--- src/rtl/fifo_pkg.sv ---
// Shared types and defaults for the async-FIFO read-side stream adapter.
package fifo_pkg;

  localparam int DATASIZE = 8;
  localparam int ADDRSIZE = 4;

  typedef logic [DATASIZE-1:0] word_t;

  typedef enum logic [1:0] {
    EMPTY = 2'd0,
    ONE   = 2'd1,
    TWO   = 2'd2
  } buf_state_e;

  function automatic logic [1:0] occ_of(buf_state_e s);
    logic [1:0] occ;
    case (s)
      ONE:     occ = 2'd1;
      TWO:     occ = 2'd2;
      default: occ = 2'd0;
    endcase
    return occ;
  endfunction

endpackage

--- src/rtl/skid_buf2.sv ---
// Two-entry register buffer: head drives the stream, tail absorbs one extra word.
module skid_buf2
  import fifo_pkg::*;
#(
  parameter int W = DATASIZE
) (
  input  logic         clk_i,
  input  logic         rst_i,
  input  logic         push_i,
  input  logic [W-1:0] din_i,
  input  logic         pop_i,
  input  logic         flush_i,
  output logic         valid_o,
  output logic [W-1:0] dout_o,
  output buf_state_e   state_o
);

  buf_state_e   state_q, state_d;
  logic [W-1:0] head_q, head_d;
  logic [W-1:0] tail_q, tail_d;

  always_ff @(posedge clk_i) begin
    if (rst_i) begin
      state_q <= EMPTY;
      head_q  <= '0;
      tail_q  <= '0;
    end else begin
      state_q <= state_d;
      head_q  <= head_d;
      tail_q  <= tail_d;
    end
  end

  always_comb begin
    state_d = state_q;
    head_d  = head_q;
    tail_d  = tail_q;
    if (flush_i) begin
      state_d = EMPTY;
    end else begin
      case (state_q)
        EMPTY: begin
          if (push_i) begin
            state_d = ONE;
            head_d  = din_i;
          end
        end
        ONE: begin
          case ({push_i, pop_i})
            2'b10: begin
              state_d = TWO;
              tail_d  = din_i;
            end
            2'b01: state_d = EMPTY;
            2'b11: head_d = din_i;
            default: ;
          endcase
        end
        TWO: begin
          if (pop_i) begin
            head_d = tail_q;
            if (push_i) tail_d = din_i;
            else state_d = ONE;
          end
        end
        default: state_d = EMPTY;
      endcase
    end
  end

  assign valid_o = (state_q != EMPTY);
  assign dout_o  = head_q;
  assign state_o = state_q;

  // The upstream credit scheme must never deliver a word into a full buffer.
  push_in_two_a: assert property (@(posedge clk_i) disable iff (rst_i)
    !(push_i && !flush_i && state_q == TWO));

endmodule

--- src/rtl/fifo_rd_stream_adapter.sv ---
// Async-FIFO read-side adapter: pops words into a 2-entry skid buffer and streams them out.
// Optional transfer/drop counters are enabled with `define FIFO_RD_STATS_EN.
module fifo_rd_stream_adapter #(
  parameter int DATASIZE   = fifo_pkg::DATASIZE,
  parameter int RD_LATENCY = 0
) (
  input  logic                rclk,
  input  logic                r_rst,
  input  logic                rempty,
  input  logic [DATASIZE-1:0] rdata,
  output logic                rinc,
  input  logic                flush,
  output logic                m_valid,
  output logic [DATASIZE-1:0] m_data,
  input  logic                m_ready,
`ifdef FIFO_RD_STATS_EN
  output logic [15:0]         rd_count,
  output logic [7:0]          drop_count,
`endif
  output logic [1:0]          occupancy
);
  import fifo_pkg::*;

  // Stream handshake: a word transfers on every rclk edge where m_valid && m_ready;
  // m_data holds steady while m_valid=1 and m_ready=0.

  buf_state_e buf_state;
  logic       pop;
  logic       push;
  logic       discard;
  logic       room;

  assign pop = m_valid && m_ready;

  generate
    if (RD_LATENCY == 0) begin : g_lat0
      assign discard = 1'b0;
      assign push    = rinc && !discard;
      assign room    = (occupancy != 2'd2);
    end else if (RD_LATENCY == 1) begin : g_lat1
      logic inflight_q, inflight_d;
      assign inflight_d = rinc;
      always_ff @(posedge rclk) begin
        if (r_rst) inflight_q <= 1'b0;
        else       inflight_q <= inflight_d;
      end
      // A word arriving during a flush is dropped instead of entering the buffer.
      assign discard = inflight_q && flush;
      assign push    = inflight_q && !discard;
      // The slot freed by this cycle's transfer is reusable by the word issued now.
      assign room    = (({1'b0, occupancy} + {2'b00, inflight_q}) < 3'd2) || pop;
    end else begin : g_bad
      $error("fifo_rd_stream_adapter: RD_LATENCY must be 0 or 1");
      assign discard = 1'b0;
      assign push    = 1'b0;
      assign room    = 1'b0;
    end
  endgenerate

  assign rinc = !r_rst && !rempty && !flush && room;

  skid_buf2 #(.W(DATASIZE)) u_skid (
    .clk_i   (rclk),
    .rst_i   (r_rst),
    .push_i  (push),
    .din_i   (rdata),
    .pop_i   (pop),
    .flush_i (flush),
    .valid_o (m_valid),
    .dout_o  (m_data),
    .state_o (buf_state)
  );

  assign occupancy = occ_of(buf_state);

`ifdef FIFO_RD_STATS_EN
  logic [15:0] rd_count_q, rd_count_d;
  logic [7:0]  drop_count_q, drop_count_d;
  logic [8:0]  drop_sum;

  always_comb begin
    rd_count_d = rd_count_q;
    if (pop && rd_count_q != 16'hFFFF) rd_count_d = rd_count_q + 16'd1;
    drop_sum     = {1'b0, drop_count_q} + {7'b0, occupancy} + {8'b0, discard};
    drop_count_d = drop_count_q;
    if (flush) drop_count_d = (drop_sum > 9'h0FF) ? 8'hFF : drop_sum[7:0];
  end

  always_ff @(posedge rclk) begin
    if (r_rst) begin
      rd_count_q   <= '0;
      drop_count_q <= '0;
    end else begin
      rd_count_q   <= rd_count_d;
      drop_count_q <= drop_count_d;
    end
  end

  assign rd_count   = rd_count_q;
  assign drop_count = drop_count_q;
`endif

endmodule

--- config.mk ---
export PLATFORM = sky130hd
export DESIGN_NAME = fifo_rd_stream_adapter
export DESIGN_NICKNAME = d
export VERILOG_FILES = /design/src/rtl/fifo_pkg.sv /design/src/rtl/skid_buf2.sv /design/src/rtl/fifo_rd_stream_adapter.sv
export SDC_FILE = /design/constraint.sdc
export NUM_CORES = 1
export LEC_CHECK = 0
export ABC_AREA = 1
export BUFFER_PORTS_ARGS = -buffer_cell sky130_fd_sc_hd__buf_2
export CORE_MARGIN = 5
export CORE_UTILIZATION = 35
export CTS_CLUSTER_DIAMETER = 120
export DETAILED_ROUTE_END_ITERATION = 16
export SETUP_SLACK_MARGIN = 0.1
export SYNTH_ARGS = -nofsm -noshare
export SYNTH_HDL_FRONTEND = slang
export SYNTH_HIERARCHICAL = 1
export SYNTH_SLANG_ARGS = --single-unit
export TNS_END_PERCENT = 5
--- constraint.sdc ---
create_clock -name rclk -period 2.15 [get_ports rclk]
set_input_delay 0.43 -clock rclk [delete_from_list [all_inputs] [get_ports rclk]]
set_output_delay 0.43 -clock rclk [all_outputs]
set_load 0.005 [all_outputs]
After elaboration in Yosys (flattened, before gate mapping)
Cells that the tools add are included.

storage, ports and cells
  output and inout bits = 12
  register bits = 18

operators by class
  bitwise operators = 1
  eq/ne operators = 13
  mux-type cells = 13
  reductions and logical operators = 15

operators by type and width
  cell                count
  $mux 8              5
  $pmux 8 s3          1
  $pmux 8 s2          1
  $reduce_and 5->1    2
  $ne 2x1->1 const B  4
  $pmux 2 s2          2
  $eq 2x2->1 const B  3
  $mux 2              3
  $ne 2x2->1 const B  3
  $pmux 2 s3          1
  $eq 2x1->1 const B  2
  $logic_and 1x1->1   4
  $reduce_and 4->1    1
  $reduce_bool 2->1   2
  $logic_not 1->1     3
  $ne 3x2->1 const B  1
  $reduce_bool 3->1   1
  $logic_not 2->1     1
  $reduce_or 2->1     1
  $not 1->1           1

Longest topological paths before layout
Gate-level depths: netlist of the first run.

  depth after elaboration = 7
  mapped depth = 14
  depth with buffers taken out = 12

By module
The synthesis of the first run kept the hierarchy.

by module, submodules not included
  module                  instances  area an instance (sq um)  cells each  seq. area each (sq um)
  skid_buf2               1          1039.7                    165         360.3
  fifo_rd_stream_adapter  1          40.0                      10          0.0

Worst setup path before layout of the first run
No wires, ideal clock.

  path kind = input-to-reg
  from = in rempty
  to = reg u_skid.state_q[1] (netlist: u_skid/state_o[1])
  arrival = 1.646 ns
  path buffers = 0
  setup slack = 0.392 ns
  stages on the path = 11
  setup time = 0.113 ns
  required time = 2.037 ns
  cell sequence = nor2_1 > nand2_1 > nor2_1 > inv_1 > ha_1 > nand3_1 > nand2_1 > nor2_1 > nand2_1 > nand2_1 > nor2_1

between the ends
  longest elaborated chain between the ends = 7
  elaborated cells on any way between the ends = 12
  those cells by class = 5 x eq/ne; 2 x mux; 5 x reduce/logical

ends and longest elaborated chain
  item                                                   line                          RTL
  from (decl)                                            fifo_rd_stream_adapter.sv:9   input logic rempty,
  $logic_not 1->1 *                                      fifo_rd_stream_adapter.sv:60  assign rinc = !r_rst && !rempty && !flush && room;
  $logic_and 1x1->1 * (3 in a row)                       fifo_rd_stream_adapter.sv:60
  via rinc                                               fifo_rd_stream_adapter.sv:11  output logic rinc,
  $eq 2x1->1 / $eq 2x2->1 (equally long branches)        skid_buf2.sv:49               case ({push_i, pop_i})
  $pmux 2 s2 / $ne 3x2->1 (equally long branches)        --
  $pmux 2 s3 / $reduce_and 4->1 (equally long branches)  --
  to (signal assigned)                                   skid_buf2.sv:28               state_q <= state_d;
  to (decl)                                              skid_buf2.sv:18               buf_state_e state_q, state_d;

Mark *: on every way through the listed nets, which the timed path passes. The rest lies on a longest branch. The select of a mux whose other input is x is not followed.
A chain may end at the register's enable or synchronous reset.

Worst setup path in the final report of the first run
  from = reg u_skid.state_q[1] (netlist: u_skid/state_o[1])
  to = reg u_skid.head_q[6] (netlist: u_skid/dout_o[6])

between the ends
  elaborated cells on any way between the ends = 15
  those cells by class = 7 x eq/ne; 2 x mux; 6 x reduce/logical

RTL lines
  item                                 line                          RTL
  $reduce_bool 2->1 *                  skid_buf2.sv:71               assign valid_o = (state_q != EMPTY);
  $logic_and 1x1->1 *                  fifo_rd_stream_adapter.sv:33  assign pop = m_valid && m_ready;
  via pop                              fifo_rd_stream_adapter.sv:28  logic pop;
  $eq 2x2->1                           skid_buf2.sv:49
  $ne 2x2->1 (no source line)          --
  $reduce_and 5->1 (no source line) *  --
  to (signal assigned)                 skid_buf2.sv:25               head_q <= '0;
  to (signal assigned)                 skid_buf2.sv:29               head_q <= head_d;
  to (decl)                            skid_buf2.sv:19               logic [W-1:0] head_q, head_d;

Mark *: on every way through the listed nets, which the timed path passes. The rest lies on a longest branch.

==> summary.txt, run 1 <==
Status -> complete, no violations
Worst setup SP type -> flip-flop
Die ar. -> 4300 sq um
Max Cap Viol -> 0
Overall power consumption -> 0.735 mW
Overflow after GRT -> 0
Initial antenna violation count -> 0
Initial Utilization -> 0.360
Post-synthesis sequential area ratio -> 0.334
Final period util -> 0.830
Flops & latches, synth -> 18
Most common cell after layout, fill and taps aside -> nand2_1
Gpl congestion -> 0.796
Diodes inserted -> 0
Biggest cell delay along the critical path -> 510 ps
Dominant delay contributor by cell family on the critical path -> simple AND/OR/NAND/NOR gates
# placed instances -> 230
Synthesized net count -> 191
Synth cell types -> 18
Slew margin rel. -> 0.684
HP Class -> input pin to flip-flop
Switching part of the total power -> 0.294
Vias per cell -> 4.32
Mapped Cells -> 175
Sequential share of power -> 0.497
Setup total negative slack -> 0 ps
Per-cell routed wire length -> 9.40 um
Critical path, cell by cell -> nor2_1, inv_1, nand2_1, inv_1, ha_1, nand2_1, nand2_1, nand2_2, nor2_4, nand2_1, nand2_1, nor2_1
Clock root buffer -> clkbuf_4
Residual DRC count -> 0
Share of cells above drive strength 1 -> 0.224
First-pass GRT wire length -> 3.67 mm
TritonCTS clock tree -> done
Setup crit end kind -> flip-flop
Clock Tree Buf Depth -> 2
Hold buffer count at cts -> 0
Leakage -> 0.696 nW
DRT iter0 DRCs -> 55
Final hold vios -> 0
Nets -> 218
Power Internal -> 0.519 mW
Most frequent cells in the layout -> nand2_1, nor2_1, inv_1
Dpl hpwl -> 1.66 mm
Area growth syn-to-layout -> 16.8%
Final Setup Violations -> 0
Largest net degree at the start of global routing -> 17
Clock skew -> 5.98 ps
First-pass detailed-route iteration total -> 6
Final ANT Viol Nets -> 0
Vias in the first global route -> 822
CP bufs+invs -> 2
Crit-path most repeated cell -> nand2_1
Reg clk slew, reported paths -> 100 ps
Wirelength, routed -> 2.20 mm
Cell Area, Synth -> 1080 sq um
Core area -> 3000 sq um
CP required -> 2350 ps
H-tree lvl count -> 1
R2R setup slack -> 370 ps
RSZ-0062 raised after global routing -> false
Synth Area per Inst -> 6.17 sq um
Tmin final -> 1780 ps
Row cnt -> 20
Part of the power in the clock network -> 0.286
IO Pins -> 25
Chip height -> 65.5 um
Crit-path max FO -> 16
Worst path slowest cell -> dfxtp_1
NetSw -> 0.216 mW
Fin cells -> 234
Port bufs -> 24
Worst-skew pair later-pin latency -> 290 ps
Synth Warn # -> 6
Clk sinks -> 18
Die X -> 65.5 um
GRT Total Usage -> 0.111
Total CTS buffers -> 3
Power per cell area -> 583 nW/um^2
Final hold slack -> 412 ps
Worst Tran Pin Value -> 474 ps
Worst VDD drop -> 0.000283 V
DR vias -> 1011
Comb pwr share -> 0.216
Final Slew Violations -> 0
CP arrival -> 1980 ps
CP Class -> flip-flop to flip-flop
Max Fclk -> 0.561 GHz
[cell families (layout without fill, tap and decap cells)]
logic type      Yosys count  after routing  synth area share
simple gates            121            121             0.502
buf+inv                  32             58             0.125
flops                    18             18             0.334
fa+ha+maj                 3              3            0.0348
compound gates            1              1           0.00463
[power by group through the flow]
stage / clock [mW] / sequential (mW) / combinational (mW)
CTS: 0.218 / 0.366 / 0.161
detailed placement: 0 / 0.374 / 0.160
global route: 0.235 / 0.369 / 0.187
global placement: 0 / 0.374 / 0.160
floorplan: 0 / 0.374 / 0.114
finish: 0.210 / 0.365 / 0.159
[repair_timing]
| action | in CTS | in global routing |
|---|---|---|
| gates resized for setup | 0 | 1 |
| hold endpoints to repair | 0 | 0 |
| setup buffers | 0 | 0 |
| setup endpoints to repair | 0 | 8 |
[sequential cells by signal, indices dropped and copies added (netlist names)]
name	flops
u_skid/state_o	2
u_skid/tail_q	8
u_skid/dout_o	8
[synthesized netlist by cell type (all sizes together)]
cell type / number / share of area
nand2: 64 / 0.24
nor2: 44 / 0.19
inv: 28 / 0.097
dfxtp: 18 / 0.33
nand4: 8 / 0.046
nand3: 4 / 0.019
ha: 3 / 0.035
buf: 2 / 0.021
a21oi: 1 / 0.0046
clkbuf: 1 / 0.0035
clkinv: 1 / 0.0035
nand3b: 1 / 0.0070
[per-stage QoR]
stage	util	setup slack (ps)	instance area [sq um]
2_1_floorplan	-	392	1080
3_3_place_gp	0.407	168	1220
3_5_place_dp	0.407	158	1220
4_1_cts	0.419	281	1260
5_1_grt	0.420	102	1260
6_report	0.420	366	1260
[final timing paths]
check / from / end / cells after the start
max: u_skid/state_o[1]$_SDFFE_PP0P_ / u_skid/dout_o[6]$_SDFFE_PP0P_ / 12
min: r_rst / u_skid/state_o[0]$_SDFFE_PP0P_ / 4
max reg2reg: u_skid/state_o[1]$_SDFFE_PP0P_ / u_skid/dout_o[6]$_SDFFE_PP0P_ / 12
min reg2reg: u_skid/dout_o[4]$_SDFFE_PP0P_ / u_skid/dout_o[4]$_SDFFE_PP0P_ / 2
[final cells by class]
type	count	area [sq um]
fillers	338	1740
multi-input cells	125	587
flip-flops and latches	18	360
repair buffers	25	128
inverters	29	109
well taps	33	41.3
clock buffers	4	36.3
[routing by layer]
layer | wire length, um | GRT usage | vias up
met2 | 994 | 0.176 | 20
met4 | 31 | 0.0389 | 0
met3 | 95 | 0.0274 | 2
li1 | - | - | 569
met1 | 1080 | 0.146 | 420
met5 | 0 | 0 | -
[worst min-delay path: stages]
cell     delay [ps]
buf_2           100
nor2_1           60
inv_1            50
a21oi_1          30
Power figures use the tool's default switching activity.
==> inputs of run 2 (changes only) <==
Clock period 2.15 ns to 1.7 ns, I/O delays scaled along.
==> run 2 against run 1 <==
  * Fmax grew 16%
  * Via count increased by 7.2%
  * Core utilization rose by 5.6 points
==> summary.txt, run 2 (synthesis results as in run 1) <==
Share of cells above drive strength 1 -> 0.335 (was 0.224)
# placed instances -> 238 (was 230)
Critical path, cell by cell -> inv_2, nor2_4, nor2_4, inv_1, ha_1, nand3_2, nand2_1, nor2_2, nand2_1, nand2_1, nor2_1 (was nor2_1, inv_1, nand2_1, inv_1, ha_1, nand2_1, nand2_1, nand2_2, nor2_4, nand2_1, nand2_1, nor2_1)
Residual DRC count -> 0 (unchanged)
Setup crit end kind -> flip-flop (unchanged)
Dominant delay contributor by cell family on the critical path -> simple AND/OR/NAND/NOR gates (unchanged)
Reg clk slew, reported paths -> 100 ps (about the same)
CP bufs+invs -> 2 (unchanged)
GRT Total Usage -> 0.126 (was 0.111)
R2R setup slack -> 160 ps (was 370 ps)
Status -> complete, no violations (unchanged)
Max Fclk -> 0.651 GHz (was 0.561 GHz)
H-tree lvl count -> 1 (unchanged)
DRT iter0 DRCs -> 55 (unchanged)
Final period util -> 0.903 (was 0.830)
Biggest cell delay along the critical path -> 380 ps (was 510 ps)
Core area -> 3000 sq um (unchanged)
Tmin final -> 1540 ps (was 1780 ps)
Clk sinks -> 18 (unchanged)
First-pass GRT wire length -> 4.28 mm (was 3.67 mm)
Hold buffer count at cts -> 0 (unchanged)
Final ANT Viol Nets -> 0 (unchanged)
Final Setup Violations -> 0 (unchanged)
Chip height -> 65.5 um (unchanged)
Reg-to-reg endpoint -> u_skid/state_o[1]$_SDFFE_PP0P_ (was u_skid/dout_o[6]$_SDFFE_PP0P_)
CP arrival -> 1730 ps (was 1980 ps)
Most frequent cells in the layout -> nand2_1, nor2_1, buf_2 (was nand2_1, nor2_1, inv_1)
Worst setup endpoint -> u_skid/state_o[1]$_SDFFE_PP0P_ (was u_skid/dout_o[6]$_SDFFE_PP0P_)
Max Cap Viol -> 0 (unchanged)
CP required -> 1900 ps (was 2350 ps)
Initial antenna violation count -> 0 (unchanged)
Die ar. -> 4300 sq um (unchanged)
Row cnt -> 20 (unchanged)
Nets -> 229 (was 218)
Crit-path most repeated cell -> nand2_1 (unchanged)
DR vias -> 1084 (was 1011)
Clock skew -> 9.79 ps (was 5.98 ps)
Port bufs -> 24 (unchanged)
Fin cells -> 245 (was 234)
R2R depth -> 11 (was 12)
Crit-path max FO -> 6 (was 16)
Leakage -> 0.763 nW (was 0.696 nW)
Most common cell after layout, fill and taps aside -> nand2_1 (unchanged)
R2r startpoint -> u_skid/state_o[1]$_SDFFE_PP0P_ (unchanged)
Dpl hpwl -> 1.78 mm (was 1.66 mm)
Die X -> 65.5 um (unchanged)
Overflow after GRT -> 0 (unchanged)
Critical path depth -> 11 (was 12)
Worst VDD drop -> 0.000333 V (was 0.000283 V)
Initial Utilization -> 0.360 (unchanged)
Power per cell area -> 686 nW/um^2 (was 583 nW/um^2)
Wirelength, routed -> 2.40 mm (was 2.20 mm)
Diodes inserted -> 0 (unchanged)
Final hold slack -> 384 ps (was 412 ps)
First-pass detailed-route iteration total -> 4 (was 6)
Clock root buffer -> clkbuf_4 (unchanged)
Area growth syn-to-layout -> 32.4% (was 16.8%)
Worst Tran Pin Value -> 501 ps (was 474 ps)
Final Slew Violations -> 0 (unchanged)
Vias per cell -> 4.42 (was 4.32)
IO Pins -> 25 (unchanged)
Vias in the first global route -> 1057 (was 822)
CP Launch Point -> u_skid/state_o[1]$_SDFFE_PP0P_ (unchanged)
Total CTS buffers -> 3 (unchanged)
Final hold vios -> 0 (unchanged)
Slew margin rel. -> 0.666 (was 0.684)
HP Class -> input pin to flip-flop (unchanged)
Per-cell routed wire length -> 9.79 um (was 9.40 um)
TritonCTS clock tree -> done (unchanged)
CP Class -> flip-flop to flip-flop (unchanged)
Fill count -> 352 (was 338)
Gpl congestion -> 0.813 (was 0.796)
RSZ-0062 raised after global routing -> true (was false)
Overall power consumption -> 0.980 mW (was 0.735 mW)
Worst path slowest cell -> dfxtp_4 (was dfxtp_1)
Largest net degree at the start of global routing -> 17 (unchanged)
Hold_sp -> r_rst (unchanged)
Worst setup SP type -> flip-flop (unchanged)
Clock Tree Buf Depth -> 2 (unchanged)
Worst-skew pair later-pin latency -> 300 ps (was 290 ps)
[run 2: worst register-to-register path, cell delays in order, from the launching register on]
cell	delay, ps
dfxtp_4	380
inv_2	70
nor2_4	40
nor2_4	160
inv_1	80
ha_1	310
nand3_2	90
nand2_1	60
nor2_2	120
nand2_1	60
nand2_1	50
nor2_1	30
[run 2: layout make-up]
class / count / area, sq um / share of cell area
tap: 33 / 41.3 / 0.0289
clock buffer: 4 / 36.3 / 0.0254
sequential: 18 / 368 / 0.257
multi-input combinational: 125 / 653 / 0.457
inverter: 29 / 109 / 0.0761
timing repair buffer: 36 / 223 / 0.156
[run 2: metrics by stage]
stage / TNS, ps / area, sq um / utilization / setup WS [ps]
after floorplan: 0 / 1080 / - / 101
after global placement: -39.2 / 1300 / 0.433 / -25.2
after detailed placement: -214 / 1300 / 0.433 / -93.5
after CTS: 0 / 1340 / 0.446 / 85.2
after global routing: 0 / 1430 / 0.476 / 24.1
final: 0 / 1430 / 0.476 / 165
[run 2: worst min path at each step]
stage / to / depth (start not counted)
after detailed placement: u_skid/tail_q[6]$_SDFFE_PP0P_ / 2
after floorplan: u_skid/tail_q[0]$_SDFFE_PP0P_ / 2
after CTS: u_skid/state_o[0]$_SDFFE_PP0P_ / 5
final: u_skid/state_o[1]$_SDFFE_PP0P_ / 5
after global routing: u_skid/state_o[0]$_SDFFE_PP0P_ / 5
after global placement: u_skid/tail_q[4]$_SDFFE_PP0P_ / 2
[run 2: per-layer routing]
metal | track usage | wire, um
met1 | 0.157 | 1160
met2 | 0.206 | 1100
met3 | 0.0256 | 77
met4 | 0.0622 | 54
met5 | 0 | 0
[run 2: where the power goes]
part	switching [mW]	internal (mW)
Clock	0.136	0.131
Sequential	0.0154	0.446
Combinational	0.142	0.111
Total	0.293	0.687
[run 2: timing repair]
item	4_1_cts	5_1_grt
endpoints found under the setup margin	9	19
buffers inserted	0	3
gates resized for setup	1	21
pin swaps	0	9
==> inputs of run 3 (changes only) <==
Settings changed: ABC_AREA 1 to default, CTS_BUF_LIST from default to sky130_fd_sc_hd__clkbuf_4.
Clock period 1.7 ns to 1.9 ns, I/O delays scaled along.
==> run 3 against run 2 <==
  * Global-route usage shrank 1.4 points
  * Design area is 17% lower
  * Clock-buffer cell count is 1 lower
  * Die area down 11%
  * Synthesized cell count decreased by 49%
  * Wire length decreased by 18%
  * Sequential share of layout area is 4.8 points higher
  * Critical path type unchanged
  * Critical endpoint is now u_skid/tail_q[3]$_SDFFE_PP0P_
==> summary.txt, run 3 <==
Synth Area in Adders -> 0.0401 (was 0.0348)
Synth area leaders -> dfxtp_1, mux2i_1, a311oi_1 (was dfxtp_1, nand2_1, nor2_1)
Most frequent cells in the layout -> buf_2, mux2i_1, dfxtp_1 (was nand2_1, nor2_1, buf_2)
Worst Tran Pin Value -> 589 ps (was 501 ps)
Biggest cell delay along the critical path -> 390 ps (was 380 ps)
Setup crit end kind -> flip-flop (unchanged)
Initial Utilization -> 0.371 (was 0.360)
Top post-synthesis cells by count -> dfxtp_1, mux2i_1, nor2_1 (was nand2_1, nor2_1, inv_1)
RSZ-0062 raised after global routing -> true (unchanged)
Power per cell area -> 566 nW/um^2 (was 686 nW/um^2)
Top cell type by total area after synthesis -> dfxtp_1 (unchanged)
DRT iter0 DRCs -> 16 (was 55)
Max Fclk -> 0.549 GHz (was 0.651 GHz)
Crit-path max FO -> 8 (was 6)
Mux share of post-synthesis cell area -> 0.193 (was 0)
Gpl congestion -> 0.713 (was 0.813)
Hold_sp -> rdata[6] (was r_rst)
Cell Area, Synth -> 936 sq um (was 1080 sq um)
Critical path, cell by cell -> or2_2, and2_4, inv_2, ha_1, nand3b_1, a21oi_4, buf_12, mux2i_1, nor2_1 (was inv_2, nor2_4, nor2_4, inv_1, ha_1, nand3_2, nand2_1, nor2_2, nand2_1, nand2_1, nor2_1)
Setup total negative slack -> 0 ps (unchanged)
Wirelength, routed -> 1.96 mm (was 2.40 mm)
Final hold slack -> 331 ps (was 384 ps)
Main combinational cell family by area after synthesis -> multiplexers (was simple AND/OR/NAND/NOR gates)
Final Setup Violations -> 0 (unchanged)
Residual DRC count -> 0 (unchanged)
R2r startpoint -> u_skid/state_o[0]$_SDFFE_PP0P_ (was u_skid/state_o[1]$_SDFFE_PP0P_)
Max Cap Viol -> 0 (unchanged)
Post-synthesis async set-or-reset flop share -> 0 (unchanged)
Flops & latches, synth -> 18 (unchanged)
Post-CTS Setup Inserts -> 0 (unchanged)
Worst setup SP type -> flip-flop (unchanged)
Area growth syn-to-layout -> 27.3% (was 32.4%)
CP Class -> flip-flop to flip-flop (unchanged)
Synth top area share -> 0.385 (was 0.334)
R2R setup slack -> 80 ps (was 160 ps)
R2R depth -> 9 (was 11)
Leakage -> 0.516 nW (was 0.763 nW)
Ys flop type -> dfxtp_1 (unchanged)
Core area -> 2520 sq um (was 3000 sq um)
Clock Tree Buf Depth -> 2 (unchanged)
Nets -> 136 (was 229)
IO Pins -> 25 (unchanged)
Vias per cell -> 5.08 (was 4.42)
Synthesized net count -> 105 (was 191)
Share of cells above drive strength 1 -> 0.420 (was 0.335)
Mapped Cells -> 89 (was 175)
H-tree lvl count -> 1 (unchanged)
Tmin final -> 1820 ps (was 1540 ps)
Worst Hold End -> u_skid/tail_q[6]$_SDFFE_PP0P_ (was u_skid/state_o[1]$_SDFFE_PP0P_)
Number of flops mapped to enable cells by yosys -> 0 (unchanged)
Synth Area per Inst -> 10.5 sq um (was 6.17 sq um)
Synth Area in XOR/XNOR -> 0 (unchanged)
Overflow after GRT -> 0 (unchanged)
Initial antenna violation count -> 0 (unchanged)
Final period util -> 0.958 (was 0.903)
Per-cell routed wire length -> 13.1 um (was 9.79 um)
CP Launch Point -> u_skid/state_o[0]$_SDFFE_PP0P_ (was u_skid/state_o[1]$_SDFFE_PP0P_)
GRT Total Usage -> 0.112 (was 0.126)
Hold Crit Depth -> 3 (was 5)
Status -> complete, no violations (unchanged)
Dpl hpwl -> 1.45 mm (was 1.78 mm)
Worst VDD drop -> 0.000369 V (was 0.000333 V)
Clock root buffer -> clkbuf_4 (unchanged)
Reg-to-reg endpoint -> u_skid/tail_q[3]$_SDFFE_PP0P_ (was u_skid/state_o[1]$_SDFFE_PP0P_)
Die ar. -> 3810 sq um (was 4300 sq um)
Post-synthesis sequential area ratio -> 0.385 (was 0.334)
TritonCTS clock tree -> done (unchanged)
DR vias -> 757 (was 1084)
HP Class -> input pin to flip-flop (unchanged)
CP bufs+invs -> 2 (unchanged)
Clk sinks -> 18 (unchanged)
Dominant delay contributor by cell family on the critical path -> simple AND/OR/NAND/NOR gates (unchanged)
Final ANT Viol Nets -> 0 (unchanged)
Synth cell types -> 26 (was 18)
First-pass detailed-route iteration total -> 4 (unchanged)
Die X -> 61.7 um (was 65.5 um)
Row cnt -> 18 (was 20)
Clock skew -> 7.73 ps (was 9.79 ps)
CP arrival -> 2010 ps (was 1730 ps)
First-pass GRT wire length -> 3.19 mm (was 4.28 mm)
Post-Synth Simple-Gate Area -> 0.139 (was 0.502)
Largest net degree at the start of global routing -> 19 (was 17)
Worst path slowest cell -> dfxtp_4 (unchanged)
Final hold vios -> 0 (unchanged)
Port bufs -> 24 (unchanged)
Vias in the first global route -> 737 (was 1057)
Reg clk slew, reported paths -> 110 ps (was 100 ps)
CP required -> 2090 ps (was 1900 ps)
Diodes inserted -> 0 (unchanged)
Compound-cell area share of the yosys netlist -> 0.182 (was 0.00463)
Chip height -> 61.7 um (was 65.5 um)
Final Slew Violations -> 0 (unchanged)
Most common cell after layout, fill and taps aside -> buf_2 (was nand2_1)
Worst-skew pair later-pin latency -> 290 ps (was 300 ps)
Synth Warn # -> 6 (unchanged)
Total CTS buffers -> 3 (unchanged)
Slew margin rel. -> 0.607 (was 0.666)
run 3: cell types whose count changed after synthesis, sizes merged, moves of 2 or more:
cell,before,now
a21oi,1,10
a311oi,0,8
buf,2,5
inv,28,3
mux2i,0,18
nand2,64,0
nand3,4,0
nand4,8,0
nor2,44,9
nor3,0,2
run 3: layout make-up:
class / instances / area (sq um)
well taps: 30 / 37.5
clock inverters: 1 / 3.75
inverters: 3 / 11.3
repair buffers: 32 / 205
clock buffers: 3 / 22.5
multi-input cells: 62 / 547
fillers: 250 / 1330
flip-flops and latches: 18 / 364
run 3: worst min-delay path, cell delays in order:
cell and delay [ps]:
buf_2 90, mux2i_1 60, nor2_1 70
run 3: worst max path at each step:
stage | cells past startpoint | end | slack, ps
floorplan | 8 | u_skid/dout_o[3]$_SDFFE_PP0P_ | 30
global placement | 8 | u_skid/state_o[1]$_SDFFE_PP0P_ | 10
detailed placement | 8 | u_skid/state_o[1]$_SDFFE_PP0P_ | -110
CTS | 8 | u_skid/state_o[1]$_SDFFE_PP0P_ | 50
global route | 8 | u_skid/state_o[1]$_SDFFE_PP0P_ | 0.2
finish | 9 | u_skid/tail_q[3]$_SDFFE_PP0P_ | 80
run 3: through the flow:
stage	setup slack (ps)	std cells	area [sq um]	total power, mW	utilization
global route	0.192	149	1190	0.712	0.472
CTS	52.7	149	1170	0.682	0.464
global placement	13.9	145	1140	0.481	0.454
floorplan	30.4	89	948	0.444	-
detailed placement	-113	145	1140	0.483	0.454
finish	79.9	149	1190	0.674	0.472
run 3: per-layer routing:
| metal | wire length, um | vias to the layer above | global-route usage |
|---|---|---|---|
| li1 | - | 390 | - |
| met1 | 894 | 348 | 0.139 |
| met2 | 961 | 17 | 0.184 |
| met3 | 87 | 2 | 0.0289 |
| met4 | 15 | 0 | 0.0455 |
| met5 | 0 | - | 0 |
run 3: cell families after synthesis:
family / count (synthesis)
buffers and inverters: 9
multiplexers: 18
adder cells (fa/ha/maj): 3
AND/OR/NAND/NOR: 21
AO/OA/AOI/OAI: 20
flip-flops: 18
run 3: what timing repair did:
| action | in CTS | in global routing |
|---|---|---|
| gates resized for setup | 0 | 5 |
| hold buffers | 0 | 0 |
| pin swaps | 0 | 2 |
| setup endpoints to repair | 5 | 18 |
run 3: power by group:
part	leakage [nW]	internal, mW	switching, mW
combinational	0.355	0.0419	0.0462
sequential	0.146	0.383	0.00447
clock	0.0154	0.0764	0.123
total	0.516	0.501	0.173
